<file path="config.mk">
export PLATFORM = sky130hd
export DESIGN_NAME = fabric_switch_cfg_ctrl
export DESIGN_NICKNAME = d
export VERILOG_FILES = /design/src/rtl/fabric_switch_cfg_ctrl.sv
export SDC_FILE = /design/constraint.sdc
export NUM_CORES = 1
export LEC_CHECK = 0
export CORE_MARGIN = 5
export CORE_UTILIZATION = 46
export CTS_CLUSTER_DIAMETER = 200
export CTS_CLUSTER_SIZE = 10
export DETAILED_ROUTE_END_ITERATION = 8
export PLACE_DENSITY = 0.86
export REMOVE_ABC_BUFFERS = 1
export SLEW_MARGIN = 20
export SYNTH_ARGS = -nofsm -noshare
export SYNTH_HDL_FRONTEND = slang
export SYNTH_SLANG_ARGS = --single-unit
</file>
<file path="constraint.sdc">
create_clock -name clk -period 6.3 [get_ports clk]
set_clock_uncertainty 0.2 [all_clocks]
set_input_delay 1.26 -clock clk [delete_from_list [all_inputs] [get_ports clk]]
set_output_delay 1.26 -clock clk [all_outputs]
set_load 0.02 [all_outputs]
</file>
<file path="src/rtl/fabric_switch_cfg_ctrl.sv">
// Runtime route-table loader for one fabric_switch: streams config words into a shadow
// register, validates the expanded table, drains switch traffic, then commits atomically.
module fabric_switch_cfg_ctrl #(
   parameter int                                 NUM_INPUTS     = 4,
   parameter int                                 NUM_OUTPUTS    = 4,
   parameter logic [NUM_OUTPUTS*NUM_INPUTS-1:0]  CONNECTIVITY   = '1,
   parameter int                                 CFG_WORD_WIDTH = 32,
   parameter int                                 DRAIN_CYCLES   = 2,
   localparam int                                NUM_CONNECTED  = $countones(CONNECTIVITY)
) (
   input  logic                      clk,
   input  logic                      rst,
   // cfg_* handshake: a word transfers on a rising edge where cfg_valid && cfg_ready;
   // the source must hold cfg_valid/cfg_data/cfg_last stable until that edge.
   input  logic                      cfg_valid,
   output logic                      cfg_ready,
   input  logic [CFG_WORD_WIDTH-1:0] cfg_data,
   input  logic                      cfg_last,
   output logic [NUM_CONNECTED-1:0]  cfg_route_table,
   output logic                      sw_hold,
   output logic                      cfg_busy,
   output logic                      cfg_done,
   output logic                      error_valid,
   output logic [15:0]               error_code,
   output logic [2:0]                dbg_state
);

   localparam int NUM_WORDS = (NUM_CONNECTED + CFG_WORD_WIDTH - 1) / CFG_WORD_WIDTH;
   localparam int SHADOW_W  = NUM_WORDS * CFG_WORD_WIDTH;
   localparam int CW        = (NUM_WORDS > 1) ? $clog2(NUM_WORDS) : 1;
   localparam int DW        = (DRAIN_CYCLES > 0) ? $clog2(DRAIN_CYCLES + 1) : 1;

   localparam logic [15:0] ERR_MULTI_OUT = 16'd1;
   localparam logic [15:0] ERR_MULTI_IN  = 16'd2;
   localparam logic [15:0] ERR_FRAMING   = 16'd3;

   typedef enum logic [2:0] {
      S_IDLE   = 3'd0,
      S_LOAD   = 3'd1,
      S_CHECK  = 3'd2,
      S_DRAIN  = 3'd3,
      S_COMMIT = 3'd4
   } state_t;

   state_t                     state_q, state_d;
   logic [SHADOW_W-1:0]        shadow_q, shadow_d;
   logic [CW-1:0]              word_cnt_q, word_cnt_d;
   logic [DW-1:0]              drain_cnt_q, drain_cnt_d;
   logic [NUM_CONNECTED-1:0]   table_q, table_d;
   logic                       err_valid_q, err_valid_d;
   logic [15:0]                err_code_q, err_code_d;

   logic [NUM_OUTPUTS-1:0][NUM_INPUTS-1:0] route;
   logic                       multi_out;
   logic                       multi_in;

   // Packed shadow bits fill only the physically present links, out-major, in-minor.
   always_comb begin
      int idx;
      idx   = 0;
      route = '0;
      for (int o = 0; o < NUM_OUTPUTS; o++) begin
         for (int i = 0; i < NUM_INPUTS; i++) begin
            if (CONNECTIVITY[o*NUM_INPUTS+i]) begin
               route[o][i] = shadow_q[idx];
               idx++;
            end
         end
      end
   end

   always_comb begin
      logic seen;
      multi_out = 1'b0;
      multi_in  = 1'b0;
      seen      = 1'b0;
      for (int o = 0; o < NUM_OUTPUTS; o++) begin
         seen = 1'b0;
         for (int i = 0; i < NUM_INPUTS; i++) begin
            if (route[o][i]) begin
               if (seen) multi_out = 1'b1;
               seen = 1'b1;
            end
         end
      end
      for (int i = 0; i < NUM_INPUTS; i++) begin
         seen = 1'b0;
         for (int o = 0; o < NUM_OUTPUTS; o++) begin
            if (route[o][i]) begin
               if (seen) multi_in = 1'b1;
               seen = 1'b1;
            end
         end
      end
   end

   always_comb begin
      logic [CW-1:0]  k;
      logic           accept;
      logic           is_final;
      logic           err_set;
      logic [15:0]    err_new;

      state_d     = state_q;
      shadow_d    = shadow_q;
      word_cnt_d  = word_cnt_q;
      drain_cnt_d = drain_cnt_q;
      table_d     = table_q;
      err_set     = 1'b0;
      err_new     = 16'd0;

      k        = (state_q == S_IDLE) ? '0 : word_cnt_q;
      accept   = cfg_valid && cfg_ready;
      is_final = (k == CW'(NUM_WORDS - 1));

      unique case (state_q)
         S_IDLE, S_LOAD: begin
            if (accept) begin
               if (state_q == S_IDLE) shadow_d = '0;
               shadow_d[k*CFG_WORD_WIDTH +: CFG_WORD_WIDTH] = cfg_data;
               if (is_final && cfg_last) begin
                  state_d    = S_CHECK;
                  word_cnt_d = '0;
               end else if (is_final || cfg_last) begin
                  // Mis-framed load: drop everything gathered so far.
                  err_set    = 1'b1;
                  err_new    = ERR_FRAMING;
                  shadow_d   = '0;
                  word_cnt_d = '0;
                  state_d    = S_IDLE;
               end else begin
                  word_cnt_d = k + CW'(1);
                  state_d    = S_LOAD;
               end
            end
         end
         S_CHECK: begin
            if (multi_out || multi_in) begin
               err_set = 1'b1;
               err_new = multi_out ? ERR_MULTI_OUT : ERR_MULTI_IN;
               state_d = S_IDLE;
            end else if (DRAIN_CYCLES == 0) begin
               state_d = S_COMMIT;
            end else begin
               drain_cnt_d = DW'(DRAIN_CYCLES);
               state_d     = S_DRAIN;
            end
         end
         S_DRAIN: begin
            drain_cnt_d = drain_cnt_q - DW'(1);
            if (drain_cnt_q <= DW'(1)) state_d = S_COMMIT;
         end
         S_COMMIT: begin
            table_d = shadow_q[NUM_CONNECTED-1:0];
            state_d = S_IDLE;
         end
         default: state_d = S_IDLE;
      endcase

      // Only the first error since reset is recorded.
      err_valid_d = err_valid_q;
      err_code_d  = err_code_q;
      if (err_set && !err_valid_q) begin
         err_valid_d = 1'b1;
         err_code_d  = err_new;
      end
   end

   always_ff @(posedge clk or posedge rst) begin
      if (rst) begin
         state_q     <= S_IDLE;
         shadow_q    <= '0;
         word_cnt_q  <= '0;
         drain_cnt_q <= '0;
         table_q     <= '0;
         err_valid_q <= 1'b0;
         err_code_q  <= 16'd0;
      end else begin
         state_q     <= state_d;
         shadow_q    <= shadow_d;
         word_cnt_q  <= word_cnt_d;
         drain_cnt_q <= drain_cnt_d;
         table_q     <= table_d;
         err_valid_q <= err_valid_d;
         err_code_q  <= err_code_d;
      end
   end

   assign cfg_ready       = !rst && ((state_q == S_IDLE) || (state_q == S_LOAD));
   assign sw_hold         = (state_q == S_DRAIN) || (state_q == S_COMMIT);
   assign cfg_busy        = (state_q != S_IDLE);
   assign cfg_done        = (state_q == S_COMMIT);
   assign cfg_route_table = table_q;
   assign error_valid     = err_valid_q;
   assign error_code      = err_code_q;
   assign dbg_state       = state_q;

endmodule
</file>
### Yosys cells after proc, flatten, opt, wreduce, memory -nomap -nowiden

Cells that the tools add are included.

* register bits: 71
* logic and storage cells: 136
* output and inout bits: 40
* bits of input ports: 36

* reduce and logical (&&, ||, !) cells: 17
* mux-type cells: 98
* bitwise logic cells: 1
* equal/unequal tests: 7
* shift-type cells: 2
* $add $sub $neg: 3
* magnitude comparators: 1

Operator list (number)
* two-way mux 32 bit: 5
* two-way mux 1 bit: 78
* negator 6 -> 34 bit: 1
* variable shift 32 x 34 -> 32 bit (first input constant): 1
* indexed part select 32 x 34 -> 32 bit: 1
* bitwise mux 32 bit: 1
* two-way mux 2 bit: 8
* case mux 3 bit (3 select lines): 1
* case mux 2 bit (2 select lines): 2
* == test 3 x 2 -> 1 bit (second input constant): 2
* two-way mux 3 bit: 2
* != test 2 bit (second input constant): 3
* AND reduction 2 bit: 3
* logical AND 1 bit: 4
* logical OR 1 bit: 4
* == test 3 x 1 -> 1 bit (second input constant): 1
* == test 3 bit (second input constant): 1
* logical NOT 3 bit: 1
* nonzero test 3 bit: 1
* <= comparator 2 x 1 -> 1 bit (second input constant): 1
* logical NOT 1 bit: 2
* case mux 1 bit (2 select lines): 1
* nonzero test 2 bit: 1
* OR reduction 2 bit: 1
* 3 further kinds: 3

### Longest topological paths before layout

* depth after elaboration: 29
* depth in mapped cells: 8
* mapped depth without buffers: 8

### Worst setup path before layout

Ideal clock, no wire load.

* kind: in2out
* from: input port rst
* to: output port cfg_ready
* path buffers: 0
* required time: 4.840 ns
* arrival time: 1.806 ns
* slack: 3.034 ns
* stages: 1
* path through: nor3_1

* cells in the longest elaborated chain, start to end: 2

Ends and longest elaborated chain
* from (decl): RTL line 12 `input logic rst,`
* logical NOT 1 bit: RTL line 189 `assign cfg_ready = !rst && ((state_q == S_IDLE) || (state_q == S_LOAD));`
* logical AND 1 bit: RTL line 189
* to (decl): RTL line 16 `output logic cfg_ready,`

No other way between the ends.

### Final worst setup path

Same ends and word-level chain as after synthesis.

==> flow_metrics.py <==
metrics = {
    "run_status": {
        "status": "finished clean",
    },
    "cts": {
        "root_buffer": "clkbuf_8",
        "postCtsSetupBuffers": 0,
        "cts_tree": "done",
        "cts.sinks": 41,
        "numCtsBuffers": 5,
        "clock_path_buffers": 2,
        "clk_pin_slew_ps": 70,
        "ctsHtreeMaxLevel": 2,
        "hold_buffers": 0,
        "clock_latency_ps": 290,
        "cts_resized": 0,
    },
    "timing": {
        "period_needed_ps": 4108,
        "hold_ws_ps": 305.8,
        "relSlewSlack_pct": 43.10,
        "rsz0062_at_grt": "false",
        "finalCritPeriodShare_pct": 65.20,
        "finalSetupViolations": 0,
        "tns_ps": 0,
        "maxSlewViolCount": 0,
        "hold_viol": 0,
        "fmax_mhz": 243.5,
        "tightest_slew_ps": 850.8,
    },
    "placement": {
        "dp.cells": 295,
        "dpl_cell_area_mm2": 0.002539,
        "io_buffers": 45,
        "gp_congestion": 0.7735,
        "dp_hpwl_um": 3168,
    },
    "final_layout": {
        "area_delta_synth_final_pct": 25.40,
        "antennaDiodeCount": 0,
        "nets": 289,
        "drive_above_1_share_pct": 18.40,
        "fin_area_mm2": 0.002625,
        "fillers": 395,
        "instances_no_fill": 302,
    },
    "worst_setup_path": {
        "cp.arrival_ps": 2650,
        "endpoint": "cfg_ready",
        "r2r_start": "dbg_state[1]$_DFFE_PP0P_",
        "rrSetupSlack_ps": 3820,
        "start_kind": "input pin",
        "r2r_cells": 6,
        "cp_num_cells": 3,
        "required_ps": 4840,
        "crit_buf_inv": 2,
        "crit_path_start": "rst",
        "cpMostUsedCell": "clkdlybuf4s50_1",
        "end_kind": "output port",
        "r2r_end": "shadow_q[14]$_DFFE_PP0P_",
        "worstPathCellList": "clkdlybuf4s50_1 > nor3_1 > clkdlybuf4s50_1",
        "critPathSlowestCell": "clkdlybuf4s50_1",
        "max_stage_delay_ps": 670,
        "cpLargestDelayFamily": "buffers and inverters",
        "critPathKind": "input pin to output port",
        "worstPathMaxFanout": 4,
    },
    "synthesis": {
        "yosys_warnings": 0,
        "avgSynthCellArea_um2": 10.36,
        "yosysSeqAreaShare_pct": 49.01,
        "synthCells": 202,
        "synth_seq_cells": 41,
        "synth-edff-count": 0,
        "netlist_area_mm2": 0.002093,
        "synth_ff_type": "dfrtp_1",
        "ys_async_sr_fraction_pct": 100.0,
        "synth_cell_types": 39,
    },
    "die": {
        "die_h_um": 77.46,
        "core_area_mm2": 0.004384,
        "die_x_um": 77.46,
        "die-area_mm2": 0.005999,
        "io_pins": 76,
        "rows": 24,
        "initial_utilization_pct": 47.75,
    },
    "power": {
        "p_total_mw": 0.8241,
        "p_leak_nw": 1.157,
        "power_density_mw_per_mm2": 314.0,
        "vdd_drop_max_mv": 0.1921,
    },
    "routing": {
        "route.detailed.drc": 0,
        "via_per_inst": 5.328,
        "vias": 1609,
        "wl_um": 4417,
        "drt_pass1_iterations": 4,
        "wl_per_cell_um": 14.63,
        "final_antenna_net_count": 0,
        "drtIter0Drc": 104,
    },
    "worst_hold_path": {
        "hold_path_class": "flip-flop to flip-flop",
    },
    "global_route": {
        "grt_pass1_vias": 1675,
        "grt_max_degree": 42,
        "grt_use_total_pct": 15.36,
        "grt_overflow_total": 0,
        "grt_first_pass_wirelength_um": 7603,
        "grt_antenna_before_repair": 0,
    },
    "flow_run": {
        "maxCapViolCount": 0,
    },
}
## state kept, by name, summed over array words and instances (netlist names)
name             count
shadow_q            16
error_code           2
drain_cnt_q          2
dbg_state            3
cfg_route_table     16
error_valid          1
word_cnt_q           1
## cell usage after synthesis, types with 2 or more instances
master    count  share of area, %
o22ai_1       4               1.2
inv_1         6               1.1
buf_4        15               5.4
nand2b_1      2              0.60
buf_2         3              0.72
a211oi_1     10               3.6
o21ai_0       8               1.9
nand3_1       2              0.48
a21oi_1       7               1.7
mux2_2       16               8.6
nand2_1      37               6.6
a22oi_1       3               1.1
o31ai_1       3               1.1
nor3_1        3              0.72
a21oi_2      10               4.2
ha_1          3               1.8
nor2_1        6               1.1
dfrtp_1      41                49
nand2_2       3              0.90
## per-stage QoR
stage / utilization [%] / setup slack (ps)
2_1_floorplan: - / 2231
3_3_place_gp: 57.91 / 2197
3_5_place_dp: 57.91 / 2196
4_1_cts: 59.87 / 2181
5_1_grt: 59.87 / 2109
6_report: 59.87 / 2192
## metal layers
layer | share of wire, % | vias to the layer above | track usage [%]
li1 | - | 786 | -
met1 | 44 | 758 | 19.69
met4 | 2.0 | 0 | 6.186
met3 | 6.7 | 7 | 3.704
met2 | 47 | 58 | 25.00
met5 | 0 | - | 0
## where the power goes
part           internal (mW)  switching, mW  total [mW]
logic                  0.141          0.140       0.281
registers              0.319         0.0544       0.373
clock network         0.0868         0.0828       0.170
total                  0.547          0.277       0.824
## worst min-delay path by stage
| stage | start | to | slack [ps] | cells after the start |
|---|---|---|---|---|
| 2_1_floorplan | word_cnt_q$_DFFE_PP0P_ | word_cnt_q$_DFFE_PP0P_ | 300 | 2 |
| 3_3_place_gp | error_valid$_DFFE_PP0P_ | error_valid$_DFFE_PP0P_ | 290 | 1 |
| 3_5_place_dp | cfg_route_table[4]$_DFFE_PP0P_ | cfg_route_table[4]$_DFFE_PP0P_ | 300 | 1 |
| 4_1_cts | cfg_route_table[4]$_DFFE_PP0P_ | cfg_route_table[4]$_DFFE_PP0P_ | 310 | 1 |
| 5_1_grt | cfg_route_table[11]$_DFFE_PP0P_ | cfg_route_table[11]$_DFFE_PP0P_ | 320 | 1 |
| 6_report | cfg_route_table[11]$_DFFE_PP0P_ | cfg_route_table[11]$_DFFE_PP0P_ | 310 | 1 |
## cells in the final DEF, fill, tap and decap left out, types with 2 or more instances in the layout
| cell type | count |
|---|---|
| clkdlybuf4s50_1 | 45 |
| dfrtp_1 | 41 |
| nand2_1 | 37 |
| mux2_2 | 16 |
| conb_1 | 14 |
| a211oi_1 | 10 |
| a21oi_2 | 10 |
| o21ai_0 | 8 |
| a21oi_1 | 7 |
| inv_1 | 6 |
| nor2_1 | 6 |
| clkbuf_8 | 6 |
| o22ai_1 | 4 |
| a22oi_1 | 3 |
| o31ai_1 | 3 |
| nand2_2 | 3 |
| nor3_1 | 3 |
| ha_1 | 3 |
| nand3_1 | 2 |
| nand2b_1 | 2 |
| buf_4 | 2 |
## logic make-up after synthesis
group	Yosys count	share of synthesized area, %
and+or+nand+nor	65	15.66
AOI/OAI and AO/OA	49	16.38
DFF	41	49.01
buffers and inverters	26	7.890
muxes	17	9.085
adders and majority gates	3	1.793
other	1	0.1791
## cell type report
class | instances | area [µm²] | share of cell area, %
repair buffers | 47 | 465.4 | 17.73
inverters | 7 | 26.28 | 1.001
well taps | 52 | 65.06 | 2.479
flip-flops and latches | 41 | 1026 | 39.08
multi-input cells | 148 | 955.9 | 36.42
clock buffers | 7 | 86.33 | 3.289
Power figures use the tool's default switching activity.
